===== src/rtl/stall_mem_pkg.sv =====
// stall_mem_pkg: shared FSM state type and size constants for the stalling memory responder.
package stall_mem_pkg;
  typedef enum logic [1:0] {IDLE, BUSY, DONE} state_t;
  localparam int LATENCY_DEF = 4;
  localparam int DW = 16;
endpackage


===== src/rtl/stall_mem_resp_if.sv =====
// stall_mem_resp_if: request/response bus between a requester (master) and the memory (slave).
interface stall_mem_resp_if;
  import stall_mem_pkg::*;
  logic [15:0] Addr;
  logic [DW-1:0] DataIn;
  logic [DW-1:0] DataOut;
  logic Rd, Wr, createdump, Done, Stall, CacheHit, err;
  modport master (output Addr, DataIn, Rd, Wr, createdump, input DataOut, Done, Stall, CacheHit, err);
  modport slave (input Addr, DataIn, Rd, Wr, createdump, output DataOut, Done, Stall, CacheHit, err);
endinterface


===== src/rtl/stall_mem_array.sv =====
// stall_mem_array: 2**AW x 16-bit word store, synchronous write, asynchronous read.
module stall_mem_array
  import stall_mem_pkg::*;
#(
  parameter int AW = 8
) (
  input  logic          clk,
  input  logic          i_we,
  input  logic [AW-1:0] i_addr,
  input  logic [DW-1:0] i_wdata,
  output logic [DW-1:0] o_rdata,
  input  logic          i_dump
);
  logic [DW-1:0] r_mem [2**AW];
  logic w_unused_dump;
  // dump is a simulation-side hook; it has no hardware behaviour
  assign w_unused_dump = i_dump;
  always_ff @(posedge clk)
    if (i_we) r_mem[i_addr] <= i_wdata;
  assign o_rdata = r_mem[i_addr];
endmodule


===== src/rtl/stall_mem_resp.sv =====
// stall_mem_resp: fixed-latency stalling memory responder with error pulses.
// Define STALL_MEM_RESP_HITBUF_EN to add a one-entry hit buffer that completes matching reads in one cycle.
module stall_mem_resp
  import stall_mem_pkg::*;
#(
  parameter int LATENCY = LATENCY_DEF,
  parameter int AW = 8
) (
  input logic clk,
  input logic rst,
  stall_mem_resp_if.slave bus
);
  state_t r_state, w_next;
  logic [3:0] r_cnt;
  logic [AW-1:0] r_addr;
  logic [DW-1:0] r_data, w_rdata, w_hd, w_dout;
  logic r_wr, r_err, r_hit;
  logic w_bad, w_acc, w_hit, w_live, w_ok, w_unused;
  assign w_bad = (bus.Rd & bus.Wr) | ((bus.Rd | bus.Wr) & bus.Addr[0]);
  assign w_acc = (r_state == IDLE) & (bus.Rd | bus.Wr);
`ifdef STALL_MEM_RESP_HITBUF_EN
  logic r_hv;
  logic [AW-1:0] r_tag;
  logic [DW-1:0] r_hd;
  assign w_hit = r_hv & bus.Rd & ~bus.Wr & ~bus.Addr[0] & (bus.Addr[AW:1] == r_tag);
  assign w_hd = r_hd;
  always_ff @(posedge clk)
    if (rst) r_hv <= 1'b0;
    else if (w_ok) begin
      r_hv <= 1'b1;
      r_tag <= r_addr;
      r_hd <= r_wr ? r_data : w_dout;
    end
  assign bus.CacheHit = w_ok & r_hit;
`else
  assign w_hit = 1'b0;
  assign w_hd = '0;
  assign bus.CacheHit = 1'b0;
`endif
  // errors and buffer hits skip BUSY and complete in the following cycle
  always_comb
    w_next = r_state == IDLE ? (w_acc ? ((w_bad | w_hit) ? DONE : BUSY) : IDLE) :
             r_state == BUSY ? (r_cnt <= 4'd1 ? DONE : BUSY) : IDLE;
  always_ff @(posedge clk)
    if (rst) begin
      r_state <= IDLE;
      r_cnt <= '0;
      r_err <= 1'b0;
      r_hit <= 1'b0;
      r_wr <= 1'b0;
    end else begin
      r_state <= w_next;
      if (w_acc) begin
        r_addr <= bus.Addr[AW:1];
        r_data <= bus.DataIn;
        r_wr <= bus.Wr;
        r_err <= w_bad;
        r_hit <= w_hit;
        r_cnt <= (w_bad | w_hit) ? '0 : 4'(LATENCY - 1);
      end else if (r_state == BUSY && r_cnt != '0) r_cnt <= r_cnt - 4'd1;
    end
  assign w_live = (r_state == DONE) & ~rst;
  assign w_ok = w_live & ~r_err;
  assign w_dout = (w_ok & ~r_wr) ? (r_hit ? w_hd : w_rdata) : '0;
  assign bus.DataOut = w_dout;
  assign bus.Done = w_live;
  assign bus.err = w_live & r_err;
  assign bus.Stall = (r_state == BUSY) & ~rst;
  assign w_unused = ^bus.Addr[15:AW+1];
  stall_mem_array #(.AW(AW)) u_array (
    .clk(clk),
    .i_we(w_ok & r_wr),
    .i_addr(r_addr),
    .i_wdata(r_data),
    .o_rdata(w_rdata),
    .i_dump(bus.createdump)
  );
endmodule


===== src/flat_wrapper.sv =====
// flat-port wrapper written by rule: the top's interface ports become plain ports
module stall_mem_resp_flat import stall_mem_pkg::*;
#(
  parameter int LATENCY = LATENCY_DEF,
  parameter int AW = 8
)
  (clk, rst, bus_Addr, bus_DataIn, bus_Rd, bus_Wr, bus_createdump, bus_DataOut, bus_Done, bus_Stall, bus_CacheHit, bus_err);
  stall_mem_resp_if bus_i ();
  input logic clk;
  input logic rst;
  input wire logic [$bits(bus_i.Addr)-1:0] bus_Addr;
  input wire logic [$bits(bus_i.DataIn)-1:0] bus_DataIn;
  input wire logic [$bits(bus_i.Rd)-1:0] bus_Rd;
  input wire logic [$bits(bus_i.Wr)-1:0] bus_Wr;
  input wire logic [$bits(bus_i.createdump)-1:0] bus_createdump;
  output wire logic [$bits(bus_i.DataOut)-1:0] bus_DataOut;
  output wire logic [$bits(bus_i.Done)-1:0] bus_Done;
  output wire logic [$bits(bus_i.Stall)-1:0] bus_Stall;
  output wire logic [$bits(bus_i.CacheHit)-1:0] bus_CacheHit;
  output wire logic [$bits(bus_i.err)-1:0] bus_err;
  assign bus_i.Addr = bus_Addr;
  assign bus_i.DataIn = bus_DataIn;
  assign bus_i.Rd = bus_Rd;
  assign bus_i.Wr = bus_Wr;
  assign bus_i.createdump = bus_createdump;
  assign bus_DataOut = bus_i.DataOut;
  assign bus_Done = bus_i.Done;
  assign bus_Stall = bus_i.Stall;
  assign bus_CacheHit = bus_i.CacheHit;
  assign bus_err = bus_i.err;
  stall_mem_resp #(.LATENCY(LATENCY), .AW(AW)) u_core (.clk(clk), .rst(rst), .bus(bus_i));
endmodule

===== config.mk =====
export PLATFORM = sky130hd
export DESIGN_NAME = stall_mem_resp_flat
export DESIGN_NICKNAME = d
export VERILOG_FILES = /design/src/rtl/stall_mem_pkg.sv /design/src/rtl/stall_mem_resp_if.sv /design/src/rtl/stall_mem_array.sv /design/src/rtl/stall_mem_resp.sv /design/src/flat_wrapper.sv
export SDC_FILE = /design/constraint.sdc
export NUM_CORES = 2
export LEC_CHECK = 0
export BUFFER_PORTS_ARGS = -buffer_cell sky130_fd_sc_hd__buf_4
export CAP_MARGIN = 20
export CORE_MARGIN = 2
export CORE_UTILIZATION = 30
export CTS_BUF_LIST = sky130_fd_sc_hd__clkbuf_4 sky130_fd_sc_hd__clkbuf_8
export DETAILED_ROUTE_END_ITERATION = 10
export HOLD_SLACK_MARGIN = 0.03
export PLACE_DENSITY = 0.55
export SYNTH_ARGS = -nofsm -noshare
export SYNTH_HDL_FRONTEND = slang
export SYNTH_SLANG_ARGS = --single-unit

===== constraint.sdc =====
create_clock -name clk -period 6.36 [get_ports clk]
set_input_delay 0.318 -clock clk [delete_from_list [all_inputs] [get_ports clk]]
set_output_delay 0.318 -clock clk [all_outputs]
set_load 0.01 [all_outputs]

==> flow_summary.json <==
{
  "cts_root_buffer": "clkbuf_8",
  "drt-initial-drc-count": 11900,
  "synth.avg_cell_area_um2": 20.7,
  "max_freq_mhz": 158,
  "synth_fp_nets": 7827,
  "power.static_leakage_nw": 58.5,
  "core_um2": 535000,
  "track_usage": 0.178,
  "worstHoldStart": "bus_Rd",
  "first_global_vias": 85200,
  "insertion_delay_ns": 1.24,
  "relSlewSlack": 0.0288,
  "die_y_um": 737,
  "yosys.area_share.simple": 0.0272,
  "synth_cell_types": 76,
  "htree_levels": 6,
  "place_congestion": 0.868,
  "final_cell_mix": "4,120 x edfxtp_1, 663 x mux4_2, 658 x clkbuf_8, 574 x mux2i_1, 483 x buf_4",
  "die_x_um": 737,
  "multiInputGateArea_um2": 33800,
  "nNetsFinal": 8665,
  "ff2ff_setup_slack_ns": 2.10,
  "synthCells": 7787,
  "netlist_area_um2": 161000,
  "path_cells": "nor3b_1 -> buf_4 -> nand2_1 -> buf_4 -> a21oi_1 -> a2111oi_4 -> nand4_1 -> o31ai_2 -> buf_4 -> buf_4",
  "layout-drive-gt1-share": 0.268,
  "grt_pass1_wl_mm": 684,
  "critPathMostFrequentCell": "buf_4",
  "syn_to_final_growth_pct": 15.3,
  "ff2ff_path_depth": 6,
  "seq_area_um2": 124000,
  "dieArea_um2": 542000,
  "tightestPinTransition_ns": 1.46,
  "io_pins": 57,
  "cts_made_buffers": 652,
  "finalWirelength_mm": 500,
  "initial_core_util": 0.301,
  "finalSetupViolCount": 0,
  "cellPowerDensity_nw_per_um2": 311,
  "status": "complete, no violations",
  "final_common_cell": "edfxtp_1",
  "cp_slowest_cell": "nand2_1",
  "antenna_found_initial": 45,
  "worstHoldPathCells": 5,
  "viasPerCell": 5.26,
  "grt_overflow": 0,
  "ys_async_sr_fraction": 0,
  "hold_ws_ns": 0.252,
  "path_class": "flip-flop to primary output",
  "synth-xor-area-share": 0.000163,
  "synth_top_family_by_area": "multiplexers",
  "synth_fa_ha_area_frac": 0.000233,
  "regToRegEndpoint": "u_core.u_array.r_mem[185][14]",
  "dp_hpwl_mm": 311,
  "ys_ff_latch": 4136,
  "rsz0062_at_grt": "no",
  "rows": 269,
  "path_clk_slew_ns": 0.06,
  "power_mw": 57.7,
  "totalNegativeSetupSlack_ns": 0,
  "synth_seq_area_share": 0.771,
  "cp-end-kind": "primary output",
  "max_stage_delay_ns": 0.81,
  "min_path_type": "input port to flip-flop",
  "tritoncts": "built",
  "synth_edf_count": 4120,
  "synth_compound_area_frac": 0.0354,
  "ys.flop_type": "edfxtp_1",
  "worst_ep_arrival_time_ns": 6.02,
  "vdd_drop_max_mv": 0.213,
  "required_ns": 6.04,
  "timing.rr.start": "u_core.r_state[1]",
  "holdPathEnd": "u_core.r_cnt[0]",
  "wl_per_cell_um": 30.6,
  "clock_sinks": 4136,
  "cap_violations": 0,
  "synth.mux.area_fraction": 0.144,
  "finalCriticalPeriod_ns": 6.34,
  "fin_worst_skew_ns": 0.0690,
  "vias": 85800,
  "drcViolationCount": 0,
  "slew_viol_final": 0,
  "cp_max_fo": 19,
  "grt_max_degree": 178,
  "hold_viol": 0,
  "synth-warning-count": 0,
  "fillers": 49800,
  "period_share": 0.997,
  "cts_max_path_buffers": 4,
  "drt_pre_antenna_iters": 6,
  "start_kind": "flip-flop",
  "cp_top_family": "simple AND/OR/NAND/NOR gates",
  "critPathBufInv": 4,
  "ant_nets": 0,
  "io_buffers": 47
}
area by class of cell:
class	count	area share
multi-input combinational	3177	0.182
clock buffer	868	0.0573
inverter	8	0.000229
antenna	11	0.000148
sequential	4136	0.669
tap	7181	0.0484
timing repair buffer	650	0.0331
clock inverter	294	0.0101
sequential cells by signal, summed over array words and instances, names as in the netlist, named ones only:
| register | cells |
|---|---|
| u_core.u_array.r_mem | 4096 |
| u_core.r_data | 16 |
| u_core.r_addr | 8 |
| u_core.r_cnt | 4 |
| u_core.r_state | 2 |
| u_core.r_err | 1 |
| u_core.r_wr | 1 |
tightest hold or removal path, cell delays in order:
cell and delay (ns):
dlygate4sd3_1 0.53, buf_4 0.12, o21ai_0 0.22, nand2_1 0.14, a21oi_1 0.08
how the worst max path moves through the flow:
| stage | from | to | slack (ns) | depth (start not counted) |
|---|---|---|---|---|
| after floorplan | u_core.r_data[0] | u_core.u_array.r_mem[0][0] | 2.31 | 0 |
| after global placement | flip-flop | bus_DataOut[11] | 1.0 | 11 |
| after detailed placement | flip-flop | bus_DataOut[11] | 0.96 | 11 |
| after CTS | flip-flop | bus_DataOut[3] | 0.007 | 10 |
| after global routing | flip-flop | bus_DataOut[0] | 0.0004 | 13 |
| final | flip-flop | bus_DataOut[3] | 0.02 | 10 |
metal layers:
layer	GRT usage	vias up	wire length (µm)
met4	0.0698	12	20700
met2	0.281	4694	232000
met1	0.241	45900	200000
li1	-	34400	-
met5	0	-	71
met3	0.0360	841	46800
stage by stage:
step | util | worst slack, ns | instance area, µm² | cells
after floorplan | - | 2.31 | 161000 | 7787
after global placement | 0.320 | 0.996 | 171000 | 15000
after detailed placement | 0.321 | 0.960 | 172000 | 15100
after CTS | 0.346 | 0.00700 | 185000 | 16300
after global routing | 0.346 | 0.000439 | 186000 | 16300
final | 0.347 | 0.0193 | 186000 | 16300
power by group:
group,leakage [nW],switching [mW],internal [mW]
Combinational,14.7,3.67,1.80
Sequential,37.2,0.0775,30.1
Clock,6.60,10.7,11.3
Total,58.5,14.5,43.2
cells in the mapped netlist, drive strengths merged, types with 21 or more instances:
library cell | count | area (µm²)
nand3 | 72 | 360
nor4 | 39 | 244
a211oi | 54 | 405
nor2 | 434 | 1630
edfxtp | 4120 | 124000
o221ai | 140 | 1240
buf | 307 | 2750
mux2i | 574 | 5750
a21oi | 137 | 686
a221oi | 54 | 473
or3 | 21 | 131
o21ai | 149 | 746
mux2 | 62 | 698
clkbuf | 160 | 764
a22oi | 36 | 270
nand2 | 159 | 597
nor3 | 134 | 671
mux4 | 734 | 16800
o22ai | 159 | 1000
cells by family after synthesis:
group | after synthesis
buffers and inverters | 475
muxes | 1370
xor gates and xnor gates | 3
adders and majority gates | 3
and+or+nand+nor | 967
other | 1
AOI/OAI and AO/OA | 832
DFF | 4136
repair_timing:
item / in CTS / in global routing
endpoints found under the setup margin: 7 / 0
gates resized for setup: 11 / 0
endpoints found under the hold margin: 64 / 0
hold buffers: 62 / 0
buffers inserted: 2 / 0
Power figures use the tool's default switching activity.
